<file path="config.mk">
export PLATFORM = sky130hd
export DESIGN_NAME = ram_mm2s_reader_flat
export DESIGN_NICKNAME = d
export VERILOG_FILES = /design/src/rtl/ram_mm2s_reader_pkg.sv /design/src/rtl/ram_mm2s_reader_if.sv /design/src/rtl/ram_mm2s_reader_fifo.sv /design/src/rtl/ram_mm2s_reader.sv /design/src/flat_wrapper.sv
export SDC_FILE = /design/constraint.sdc
export NUM_CORES = 1
export LEC_CHECK = 0
export ABC_CLOCK_PERIOD_IN_PS = 3800
export CORE_MARGIN = 2
export CORE_UTILIZATION = 40
export CTS_BUF_LIST = sky130_fd_sc_hd__clkbuf_8 sky130_fd_sc_hd__clkbuf_16
export DETAILED_ROUTE_END_ITERATION = 7
export PLACE_DENSITY_LB_ADDON = 0.2
export RECOVER_POWER = 50
export SLEW_MARGIN = 40
export SYNTH_ARGS = -nofsm -noshare
export SYNTH_HDL_FRONTEND = slang
export SYNTH_SLANG_ARGS = --single-unit
</file>
<file path="constraint.sdc">
create_clock -name clk -period 3.8 [get_ports clk]
set_input_delay 0.76 -clock clk [delete_from_list [all_inputs] [get_ports clk]]
set_output_delay 0.76 -clock clk [all_outputs]
set_load 0.005 [all_outputs]
</file>
<file path="src/rtl/ram_mm2s_reader_pkg.sv">
// Shared types for the mm2s RAM reader: FSM states and the FIFO beat record.
package ram_mm2s_pkg;

  // Data width the beat record is built for; the top's AXI_WIDTH must match.
  localparam int AXI_WIDTH_DEF = 128;

  // Byte-to-word shift for a word of w bits.
  function automatic int lsb_of(input int w);
    return $clog2(w) - 3;
  endfunction

  localparam int LSB_DEF = lsb_of(AXI_WIDTH_DEF);

  typedef enum logic [1:0] {
    IDLE,
    READ,
    DRAIN,
    DONE
  } state_t;

  // One returned word plus its end-of-command tag.
  typedef struct packed {
    logic [AXI_WIDTH_DEF-1:0] data;
    logic                     last;
  } beat_t;

endpackage

</file>
<file path="src/rtl/ram_mm2s_reader_if.sv">
// Command, RAM read port and output stream of one mm2s reader channel.
interface ram_mm2s_reader_if #(
  parameter int AXI_WIDTH      = 128,
  parameter int AXI_ADDR_WIDTH = 32,
  parameter int LEN_WIDTH      = 16,
  parameter int LSB            = 4
);
  logic                          cmd_valid;
  logic                          cmd_ready;
  logic [AXI_ADDR_WIDTH-1:0]     cmd_addr;
  logic [LEN_WIDTH-1:0]          cmd_len;
  logic                          mm2s_ren;
  logic [AXI_ADDR_WIDTH-LSB-1:0] mm2s_addr;
  logic [AXI_WIDTH-1:0]          mm2s_data;
  logic                          m_axis_tvalid;
  logic                          m_axis_tready;
  logic [AXI_WIDTH-1:0]          m_axis_tdata;
  logic                          m_axis_tlast;
  logic                          done;

  // Reader side.
  modport master (
    input  cmd_valid, cmd_addr, cmd_len, mm2s_data, m_axis_tready,
    output cmd_ready, mm2s_ren, mm2s_addr, m_axis_tvalid, m_axis_tdata,
           m_axis_tlast, done
  );

  // Environment side: command source, RAM and stream sink.
  modport slave (
    output cmd_valid, cmd_addr, cmd_len, mm2s_data, m_axis_tready,
    input  cmd_ready, mm2s_ren, mm2s_addr, m_axis_tvalid, m_axis_tdata,
           m_axis_tlast, done
  );
endinterface

</file>
<file path="src/rtl/ram_mm2s_reader_fifo.sv">
// First-word-fall-through return buffer; head is visible whenever not empty.
module sync_fifo_fwft
  import ram_mm2s_pkg::*;
#(
  parameter  int DEPTH = 2,
  localparam int CW    = $clog2(DEPTH + 1),
  localparam int PW    = (DEPTH > 1) ? $clog2(DEPTH) : 1
) (
  input  logic          clk,
  input  logic          rstn,
  input  logic          push_i,
  input  beat_t         push_beat_i,
  input  logic          pop_i,
  output beat_t         head_o,
  output logic [CW-1:0] count_o,
  output logic          empty_o,
  output logic          full_o
);
  beat_t         mem_q [DEPTH];
  logic [PW-1:0] wptr_q, rptr_q;
  logic [CW-1:0] count_q;
  logic          push_ok, pop_ok;

  assign empty_o = (count_q == '0);
  assign full_o  = (count_q == CW'(DEPTH));
  // A pop frees the head slot in the same cycle, so push into a full FIFO is fine then.
  assign pop_ok  = pop_i && !empty_o;
  assign push_ok = push_i && (!full_o || pop_ok);
  assign head_o  = mem_q[rptr_q];
  assign count_o = count_q;

  function automatic logic [PW-1:0] nxt(input logic [PW-1:0] p);
    return (p == PW'(DEPTH - 1)) ? '0 : p + PW'(1);
  endfunction

  // Storage, pointers and occupancy.
  always_ff @(posedge clk or negedge rstn) begin
    if (!rstn) begin
      for (int i = 0; i < DEPTH; i++) mem_q[i] <= '0;
      wptr_q  <= '0;
      rptr_q  <= '0;
      count_q <= '0;
    end else begin
      if (push_ok) begin
        mem_q[wptr_q] <= push_beat_i;
        wptr_q        <= nxt(wptr_q);
      end
      if (pop_ok) rptr_q <= nxt(rptr_q);
      count_q <= count_q + CW'(push_ok) - CW'(pop_ok);
    end
  end
endmodule

</file>
<file path="src/rtl/ram_mm2s_reader.sv">
// mm2s reader: turns {byte address, beat count} into a gap-free AXI-Stream,
// issuing RAM reads only when a return slot is guaranteed.
module ram_mm2s_reader
  import ram_mm2s_pkg::*;
#(
  parameter  int AXI_WIDTH      = AXI_WIDTH_DEF,
  parameter  int AXI_ADDR_WIDTH = 32,
  parameter  int LEN_WIDTH      = 16,
  parameter  int DEPTH          = 2,
  localparam int LSB            = lsb_of(AXI_WIDTH),
  localparam int WAW            = AXI_ADDR_WIDTH - LSB,
  localparam int CW             = $clog2(DEPTH + 1)
) (
  input logic         clk,
  input logic         rstn,
  ram_mm2s_reader_if.master bus
);
  state_t               state_q, state_d;
  logic [WAW-1:0]       waddr_q, waddr_d;
  logic [LEN_WIDTH-1:0] rem_q, rem_d;
  logic                 infl_q, last_q;
  logic                 ren, pop, cmd_ready;
  logic                 fifo_empty, fifo_full;
  logic [CW-1:0]        fifo_cnt;
  logic [CW:0]          occ;
  beat_t                head, push_beat;

  // Slots committed after this cycle if nothing new issues.
  assign pop = bus.m_axis_tvalid && bus.m_axis_tready;
  assign occ = {1'b0, fifo_cnt} + (CW+1)'(infl_q) - (CW+1)'(pop);
  assign ren = (state_q == READ) && (rem_q != '0) && (occ < (CW+1)'(DEPTH))
            && (!fifo_full || pop);

  // Next state, address counter and remaining-beat counter.
  always_comb begin
    state_d   = state_q;
    waddr_d   = waddr_q;
    rem_d     = rem_q;
    cmd_ready = 1'b0;
    case (state_q)
      IDLE: begin
        cmd_ready = 1'b1;
        if (bus.cmd_valid) begin
          waddr_d = WAW'(bus.cmd_addr >> LSB);
          rem_d   = bus.cmd_len;
          state_d = (bus.cmd_len == '0) ? DONE : READ;
        end
      end
      READ: begin
        if (ren) begin
          waddr_d = waddr_q + WAW'(1);
          rem_d   = rem_q - LEN_WIDTH'(1);
          if (rem_q == LEN_WIDTH'(1)) state_d = DRAIN;
        end
      end
      // Leave once nothing is in flight and the last buffered beat is handshaking.
      DRAIN: begin
        if (!infl_q && (fifo_empty || (fifo_cnt == CW'(1) && pop))) state_d = DONE;
      end
      default: state_d = IDLE;
    endcase
  end

  // FSM state, counters and the 1-cycle read-latency tracker.
  always_ff @(posedge clk or negedge rstn) begin
    if (!rstn) begin
      state_q <= IDLE;
      waddr_q <= '0;
      rem_q   <= '0;
      infl_q  <= 1'b0;
      last_q  <= 1'b0;
    end else begin
      state_q <= state_d;
      waddr_q <= waddr_d;
      rem_q   <= rem_d;
      infl_q  <= ren;
      last_q  <= ren && (rem_q == LEN_WIDTH'(1));
    end
  end

  assign push_beat = '{data: bus.mm2s_data, last: last_q};

  sync_fifo_fwft #(.DEPTH(DEPTH)) u_fifo (
    .clk        (clk),
    .rstn       (rstn),
    .push_i     (infl_q),
    .push_beat_i(push_beat),
    .pop_i      (pop),
    .head_o     (head),
    .count_o    (fifo_cnt),
    .empty_o    (fifo_empty),
    .full_o     (fifo_full)
  );

  assign bus.cmd_ready     = cmd_ready;
  assign bus.mm2s_ren      = ren;
  assign bus.mm2s_addr     = waddr_q;
  assign bus.m_axis_tvalid = !fifo_empty;
  assign bus.m_axis_tdata  = head.data;
  assign bus.m_axis_tlast  = head.last && !fifo_empty;
  assign bus.done          = (state_q == DONE);
endmodule

</file>
<file path="src/flat_wrapper.sv">
// flat-port wrapper written by rule: the top's interface ports become plain ports
module ram_mm2s_reader_flat import ram_mm2s_pkg::*;
#(
  parameter  int AXI_WIDTH      = AXI_WIDTH_DEF,
  parameter  int AXI_ADDR_WIDTH = 32,
  parameter  int LEN_WIDTH      = 16,
  parameter  int DEPTH          = 2,
  localparam int LSB            = lsb_of(AXI_WIDTH),
  localparam int WAW            = AXI_ADDR_WIDTH - LSB,
  localparam int CW             = $clog2(DEPTH + 1)
)
  (clk, rstn, bus_cmd_valid, bus_cmd_addr, bus_cmd_len, bus_mm2s_data, bus_m_axis_tready, bus_cmd_ready, bus_mm2s_ren, bus_mm2s_addr, bus_m_axis_tvalid, bus_m_axis_tdata, bus_m_axis_tlast, bus_done);
  ram_mm2s_reader_if #(.AXI_WIDTH(AXI_WIDTH), .AXI_ADDR_WIDTH(AXI_ADDR_WIDTH), .LEN_WIDTH(LEN_WIDTH), .LSB((4))) bus_i ();
  input logic clk;
  input logic rstn;
  input wire logic [$bits(bus_i.cmd_valid)-1:0] bus_cmd_valid;
  input wire logic [$bits(bus_i.cmd_addr)-1:0] bus_cmd_addr;
  input wire logic [$bits(bus_i.cmd_len)-1:0] bus_cmd_len;
  input wire logic [$bits(bus_i.mm2s_data)-1:0] bus_mm2s_data;
  input wire logic [$bits(bus_i.m_axis_tready)-1:0] bus_m_axis_tready;
  output wire logic [$bits(bus_i.cmd_ready)-1:0] bus_cmd_ready;
  output wire logic [$bits(bus_i.mm2s_ren)-1:0] bus_mm2s_ren;
  output wire logic [$bits(bus_i.mm2s_addr)-1:0] bus_mm2s_addr;
  output wire logic [$bits(bus_i.m_axis_tvalid)-1:0] bus_m_axis_tvalid;
  output wire logic [$bits(bus_i.m_axis_tdata)-1:0] bus_m_axis_tdata;
  output wire logic [$bits(bus_i.m_axis_tlast)-1:0] bus_m_axis_tlast;
  output wire logic [$bits(bus_i.done)-1:0] bus_done;
  assign bus_i.cmd_valid = bus_cmd_valid;
  assign bus_i.cmd_addr = bus_cmd_addr;
  assign bus_i.cmd_len = bus_cmd_len;
  assign bus_i.mm2s_data = bus_mm2s_data;
  assign bus_i.m_axis_tready = bus_m_axis_tready;
  assign bus_cmd_ready = bus_i.cmd_ready;
  assign bus_mm2s_ren = bus_i.mm2s_ren;
  assign bus_mm2s_addr = bus_i.mm2s_addr;
  assign bus_m_axis_tvalid = bus_i.m_axis_tvalid;
  assign bus_m_axis_tdata = bus_i.m_axis_tdata;
  assign bus_m_axis_tlast = bus_i.m_axis_tlast;
  assign bus_done = bus_i.done;
  ram_mm2s_reader #(.AXI_WIDTH(AXI_WIDTH), .AXI_ADDR_WIDTH(AXI_ADDR_WIDTH), .LEN_WIDTH(LEN_WIDTH), .DEPTH(DEPTH)) u_core (.clk(clk), .rstn(rstn), .bus(bus_i));
endmodule
</file>
==> parameters.txt, run 1 <==
Parameter                              Value

Global routing
  Via count of the first global-routing pass ... 10870
  Antenna violations before repair ... 1
  Maximum number of pins on one net before global-route repair ... 61
  Global-route wire length before repair ... 60200 um
  Total routing usage reported by global routing ... 0.1986
  Total gr overflow ... 0

Timing
  Final hold vios ... 0
  Minimum period implied by the final worst setup slack ... 3650 ps
  Final Slew Violations ... 46
  Setup repair after global routing missed its margin ... false
  Slew Limit Headroom ... -0.9597
  Total Neg Setup Slack ... 0 ps
  Period utilization ... 0.9605
  Max Fclk ... 274.0 MHz
  Total setup violations reported at the end of the flow ... 0
  Pin slew with the least headroom to its limit ... 2940 ps
  Clock skew ... 17.20 ps

Run status
  Status ... finished, violations left
  Violations in the final reports ... capacitance limit, slew limit

Cells and area
  Most used cells in the layout excluding fill and tap cells ... mux2_2 (386), clkdlybuf4s50_1 (315), dfrtp_1 (309)
  Most frequent standard cell in the layout excluding fill and tap cells ... mux2_2
  Post-route cell area ... 19880 um^2
  Total Nets Final ... 1638
  Layout Area Growth over Synthesis ... 38.33%
  Fraction of layout instances using a drive strength above 1 ... 0.3424

Power
  Sw frac ... 0.3053
  Clock network fraction of design power ... 0.218
  Combinational power share ... 0.441
  Largest voltage drop on the vdd net ... 0.4913 mV
  Portion of total power attributed to sequential cells ... 0.341
  Net Switching ... 5353 uW
  Total leakage power ... 0.008513 uW
  Power Dens Cells ... 882.1 nW/um^2
  Cell-internal power ... 12180 uW

Synthesis
  Gate count of the mapped netlist ... 1088
  Area contributors post-synth ... dfrtp_1 (54%), mux2_2 (30%), a21oi_1 (1.3%)
  Yosys cell types ... 61
  Number of nets produced by synthesis ... 1280
  Sequential-to-total area share from yosys stat ... 0.5398
  Number of flip-flops and latches in the synthesized netlist ... 310
  Post-synthesis async set-or-reset flop share ... 1.000
  Post-synthesis cell type with the largest combined area ... dfrtp_1
  Commonest register cell after synthesis ... dfrtp_1
  EDFF count, synth ... 0
  Synthesized area ... 14370 um^2
  Post-Synthesis Mean Instance Area ... 13.21 um^2
  Area share of the largest cell type after synthesis ... 0.5398
  Synth warnings ... 0

Placement
  # port buffers ... 336
  Cell area after placement ... 18610 um^2
  GP Congestion ... 0.8663
  Placed wire-length estimate after detailed placement ... 25860 um

Detailed routing
  Vias per std cell ... 5.264
  Wire per inst ... 19.24 um
  Pre-Repair DR Iteration Count ... 4
  Iter 0 DRT Violations ... 360
  Post-route DRC violation count ... 0
  Via count ... 10200
  Final routed wirelength across all metal layers ... 37280 um
  Number of nets with antenna violations after routing ... 0

CTS
  Clock tree from TritonCTS ... built
  Insertion delay to the later sink of the worst-skew pair ... 520 ps
  Register clock-pin slew on the reported worst setup and hold paths ... 60 ps
  # clock sinks ... 310
  CTS Root Buffer Type ... clkbuf_16
  # H-tree levels ... 2
  Hold buffers post-CTS ... 0
  Post-CTS Setup Repair Bufs ... 0
  Longest Clk Path Bufs ... 3
  Number of buffers created by CTS ... 37

Floorplan
  Die ar. ... 37460 um^2
  Initial Util ... 0.4050
  Standard cell core area ... 35480 um^2
  Row count ... 69
  Die boundary width ... 193.5 um
  Die Ht ... 193.5 um
  I/O pin count ... 341

Worst setup path
  Crit path buf inv count ... 2
  Top delay family on crit path ... simple AND/OR/NAND/NOR gates
  FF-to-FF Start ... u_core.u_fifo.count_o[0]
  Critical Path Start Type ... input port
  Worst-path fanout max ... 2
  Type of the worst setup path ... input port to primary output
  R2r setup slk ... 560 ps
  Library cell contributing the largest single delay on the critical path ... clkdlybuf4s50_1
  Number of cells on the worst reg-to-reg path ... 14
  Critical path, cell by cell ... clkdlybuf4s50_1 > and2_0 > ha_1 > nand2b_1 > fa_2 > or2_2 > a21o_1 > nor2_2 > clkbuf_2
  Critical register-to-register path endpoint ... u_core.rem_q[3]
  Data required time of the worst path ... 3040 ps
  Arrival time of the worst setup path ... 2890 ps
  Largest stage delay on the critical path ... 410 ps
  Nature of the critical path endpoint ... primary output

Run
  Max-capacitance violation count ... 1

Worst hold path
  Min-Delay Endpoint ... u_core.u_fifo.mem_q[16]
  Number of cells on the worst hold path ... 1
  Hold path startpoint ... u_core.u_fifo.mem_q[16]
  Hold WC Path Type ... register to register
## synthesized netlist by cell type, types with 5 or more instances
| master | instances |
|---|---|
| nand3_1 | 17 |
| mux2_2 | 386 |
| nand2b_1 | 6 |
| ha_1 | 11 |
| o21ai_0 | 23 |
| inv_1 | 12 |
| nand2_1 | 41 |
| nand4_1 | 11 |
| a21oi_1 | 37 |
| nor4_1 | 10 |
| nor2_1 | 33 |
| o21bai_1 | 5 |
| nor3_1 | 14 |
| dfrtp_1 | 310 |
| buf_1 | 6 |
| buf_2 | 17 |
| mux2i_1 | 5 |
| clkbuf_1 | 40 |
| o32ai_1 | 8 |
| and4_1 | 6 |
| o22ai_1 | 14 |
## sequential cells by signal (all words and copies together) (netlist names)
name	cells
u_core.bus.mm2s_addr	28
u_core.infl_q	1
u_core.last_q	1
u_core.rem_q	16
u_core.state_q	2
u_core.u_fifo.count_o	2
u_core.u_fifo.mem_q	258
u_core.u_fifo.rptr_q	1
u_core.u_fifo.wptr_q	1
## routing by layer
| metal | up-vias | wire length, um | GRT usage |
|---|---|---|---|
| li1 | 4731 | - | - |
| met1 | 5115 | 16200 | 0.2594 |
| met2 | 290 | 17700 | 0.3205 |
| met3 | 60 | 2442 | 0.05666 |
| met4 | 0 | 932 | 0.06107 |
| met5 | - | 0 | 0 |
## timing repair
item / CTS / global route
pin swaps: 1 / 1
resized for setup: 2 / 3
setup endpoints to repair: 1 / 1
## worst max-delay path by stage
stage	startpoint	end	slack, ps	cells after the start
2_1_floorplan	bus_m_axis_tready	u_core.bus.mm2s_addr[21]	560	10
3_3_place_gp	bus_m_axis_tready	bus_mm2s_ren	-300	9
3_5_place_dp	bus_m_axis_tready	bus_mm2s_ren	-320	9
4_1_cts	bus_m_axis_tready	bus_mm2s_ren	20	9
5_1_grt	bus_m_axis_tready	bus_mm2s_ren	40	9
6_report	bus_m_axis_tready	bus_mm2s_ren	150	9
## cell families (layout without fill, tap and decap cells)
group	count (synthesis)	after routing	share of synthesized area
AO/OA/AOI/OAI	128	128	0.05843
buffers and inverters	75	462	0.02107
multiplexers	391	391	0.3060
other	0	1	0
adder cells (fa/ha/maj)	12	12	0.01097
AND/OR/NAND/NOR	168	168	0.06130
XOR/XNOR	4	4	0.002438
flip-flops	310	310	0.5398
## area by class of cell
| type | instances | area (um^2) |
|---|---|---|
| tap | 461 | 576.8 |
| clock inverter | 21 | 257.7 |
| fill | 2995 | 15610 |
| clock buffer | 47 | 1086 |
| inverter | 12 | 45.04 |
| antenna | 1 | 2.502 |
| sequential | 310 | 7761 |
| timing repair buffer | 382 | 3807 |
| multi-input combinational | 703 | 6341 |
## stage by stage
stage / cells / hold WS [ps] / power [uW] / worst slack, ps / utilization
2_1_floorplan: 1088 / 464.4 / 9902 / 558.1 / -
3_3_place_gp: 1867 / 480.7 / 13680 / -303.3 / 0.5237
3_5_place_dp: 1868 / 486.6 / 13870 / -324.6 / 0.5245
4_1_cts: 1936 / 125.2 / 17820 / 21.40 / 0.5624
5_1_grt: 1937 / 511.8 / 18680 / 41.05 / 0.5602
6_report: 1937 / 499.9 / 17530 / 150.2 / 0.5602
## power groups by stage
stage               combinational, uW  clock, uW  sequential (uW)
CTS                              7900       3930             5990
global route                     8390       4060             6230
floorplan                        4300          0             5600
detailed placement               7850          0             6030
global placement                 7730          0             5950
finish                           7730       3830             5980
Note: power is estimated with default switching activity, not from simulation.
==> run 2: changes to the inputs <==
Settings changed: CTS_CLUSTER_SIZE set to 30.
==> results of run 2 <==
Final layout, timing and power as in run 1 (identical DEF).
==> run 3: changes to the inputs <==
Settings changed: CORE_MARGIN 2 to unset, GPL_TIMING_DRIVEN set to 1, SLEW_MARGIN 40 to 15.
==> parameters.txt, run 3 (synthesis gave the netlist of run 1 again) <==
Parameter                              Value

Timing
  Slew Limit Headroom ... -0.4798 (+0.4799)
  Total setup violations reported at the end of the flow ... 0 (unchanged)
  Final hold vios ... 0 (unchanged)
  Minimum period implied by the final worst setup slack ... 3645 ps (-4.333 ps)
  Final Slew Violations ... 106 (+130%)
  Setup repair after global routing missed its margin ... false
  Period utilization ... 0.9593 (-0.001140)
  Max Fclk ... 274.3 MHz (+0.12%)
  Final-layout worst hold slack ... 499.0 ps (-0.9030 ps)
  Worst Slack Setup Final ... 154.6 ps (+4.333 ps)
  Pin slew with the least headroom to its limit ... 2220 ps (-719.8 ps)
  Clock skew ... 11.12 ps (-6.084 ps)

Global routing
  Antenna violations before repair ... 2 (+1)
  Maximum number of pins on one net before global-route repair ... 87 (+43%)
  Via count of the first global-routing pass ... 10370 (-4.6%)
  Total gr overflow ... 0 (unchanged)
  Global-route wire length before repair ... 56780 um (-5.7%)
  Total routing usage reported by global routing ... 0.1950 (-0.003571)

Run status
  Violations in the final reports ... capacitance limit, slew limit
  Status ... finished, violations left

Detailed routing
  Iter 0 DRT Violations ... 362 (+0.56%)
  Post-route DRC violation count ... 0 (unchanged)
  Final routed wirelength across all metal layers ... 36520 um (-2.0%)
  Pre-Repair DR Iteration Count ... 5 (+1)
  Vias per std cell ... 5.237 (-0.51%)
  Wire per inst ... 18.97 um (-1.4%)
  Number of nets with antenna violations after routing ... 0 (unchanged)
  Via count ... 10080 (-1.1%)

Floorplan
  Initial Util ... 0.4050 (unchanged)
  Row count ... 69 (unchanged)
  Die boundary width ... 191.5 um (-1.0%)
  Die Ht ... 191.5 um (-1.0%)
  Standard cell core area ... 35480 um^2 (unchanged)
  Die ar. ... 36690 um^2 (-2.1%)
  I/O pin count ... 341 (unchanged)

Run
  Max-capacitance violation count ... 2 (+1)

Cells and area
  Fraction of layout instances using a drive strength above 1 ... 0.3370 (-0.005394)
  Most frequent standard cell in the layout excluding fill and tap cells ... mux2_2
  Flip-flop count of the largest register after layout ... 258 (unchanged)
  Total Nets Final ... 1629 (-0.55%)
  Layout Area Growth over Synthesis ... 37.24%
  Most used cells in the layout excluding fill and tap cells ... mux2_2 (386), clkdlybuf4s50_1 (328), dfrtp_1 (309)
  Register bank with the most flops ... u_core.u_fifo.mem_q

CTS
  Insertion delay to the later sink of the worst-skew pair ... 520 ps (about the same)
  # clock sinks ... 310 (unchanged)
  Register clock-pin slew on the reported worst setup and hold paths ... 50 ps (about the same)
  # H-tree levels ... 2 (unchanged)
  Longest Clk Path Bufs ... 3 (unchanged)
  Hold buffers post-CTS ... 0 (unchanged)
  Number of buffers created by CTS ... 36 (-2.7%)
  CTS Root Buffer Type ... clkbuf_16
  Clock tree from TritonCTS ... built

Worst setup path
  Data required time of the worst path ... 3040 ps (about the same)
  Worst-path fanout max ... 2 (unchanged)
  Critical Path Start Type ... input port
  Type of the worst setup path ... input port to primary output
  Nature of the critical path endpoint ... primary output
  Arrival time of the worst setup path ... 2890 ps (about the same)

Power
  Total leakage power ... 0.008451 uW (-0.73%)
  Power Dens Cells ... 874.4 nW/um^2 (-0.88%)
  Largest voltage drop on the vdd net ... 0.5478 mV (+11%)

Placement
  # port buffers ... 336 (unchanged)
  Worst-case setup slack after placement ... -324.5 ps (+0.07300 ps)
  GP Congestion ... 0.8521 (-1.6%)
  Placed wire-length estimate after detailed placement ... 24640 um (-4.7%)

Worst hold path
  Hold WC Path Type ... register to register
==> run 3: changes by cell type in the layout (fill, tap and decap cells not counted), moves of 2 or more <==
cell	before	now
clkdlybuf4s50_1	315	328
dlygate4sd3_1	19	6
buf_4	26	22
bufinv_16	6	2
clkbuf_1	5	1
clkinv_2	7	3
buf_12	9	12
clkbuf_8	8	11
inv_1	17	20
clkbuf_4	3	1
clkinvlp_4	2	0
==> run 3: what timing repair did <==
item                       in CTS  in global routing
resized for setup               2                  4
setup endpoints to repair       1                  1
hold endpoints to repair        0                  0
setup buffers                   0                  1
gates cloned                    0                  0
pin swaps                       1                  1
==> run 3: worst max-delay path, stage by stage <==
cell and delay (ps):
clkdlybuf4s50_1 410, and2_1 160, ha_1 280, nand2b_1 150, fa_2 340, or2_2 290
a21o_1 210, nor2_2 140, clkbuf_2 130
==> run 3: final timing paths <==
check,from,endpoint,slack (ps),depth (start not counted)
worst max register to register,u_core.u_fifo.count_o[0],u_core.bus.mm2s_addr[23],510,14
worst min-delay path,u_core.u_fifo.mem_q[18],u_core.u_fifo.mem_q[18],500,1
worst max-delay path,bus_m_axis_tready,bus_mm2s_ren,150,9
max in group asynchronous,rstn,u_core.bus.mm2s_addr[24],650,2
min in group asynchronous,rstn,u_core.u_fifo.mem_q[18],900,1
worst min register to register,u_core.u_fifo.mem_q[18],u_core.u_fifo.mem_q[18],500,1
==> run 3: final cells by class <==
class / count / area [um^2]
Multi-Input combinational cell: 703 / 6329
Sequential cell: 310 / 7761
Clock buffer: 49 / 1102
Timing Repair Buffer: 374 / 3780
Tap cell: 461 / 576.8
Antenna cell: 1 / 2.502
Inverter: 12 / 45.04
Clock inverter: 15 / 125.1
Fill cell: 2999 / 15760
==> run 3: per-layer routing <==
layer | vias up | GRT usage | part of all wire
met5 | - | 0 | 0.00036
met4 | 2 | 0.06349 | 0.024
met2 | 287 | 0.3089 | 0.46
li1 | 4718 | - | -
met3 | 61 | 0.05728 | 0.074
met1 | 5013 | 0.2549 | 0.44
==> run 3: stage by stage <==
| stage | power, uW | utilization | cell area [um^2] | setup TNS, ps | std cells |
|---|---|---|---|---|---|
| floorplan | 9902 | - | 14370 | 0 | 1088 |
| CTS | 17470 | 0.5577 | 19790 | 0 | 1923 |
| detailed placement | 13850 | 0.5231 | 18560 | -453.4 | 1859 |
| finish | 17240 | 0.5558 | 19720 | 0 | 1925 |
| global placement | 13680 | 0.5231 | 18560 | -370.2 | 1859 |
| global route | 18370 | 0.5558 | 19720 | 0 | 1925 |
==> run 3: power by group <==
| part | total (uW) | internal, uW | switching, uW |
|---|---|---|---|
| logic | 7770 | 4920 | 2850 |
| registers | 5960 | 4890 | 1080 |
| clock network | 3510 | 2160 | 1350 |
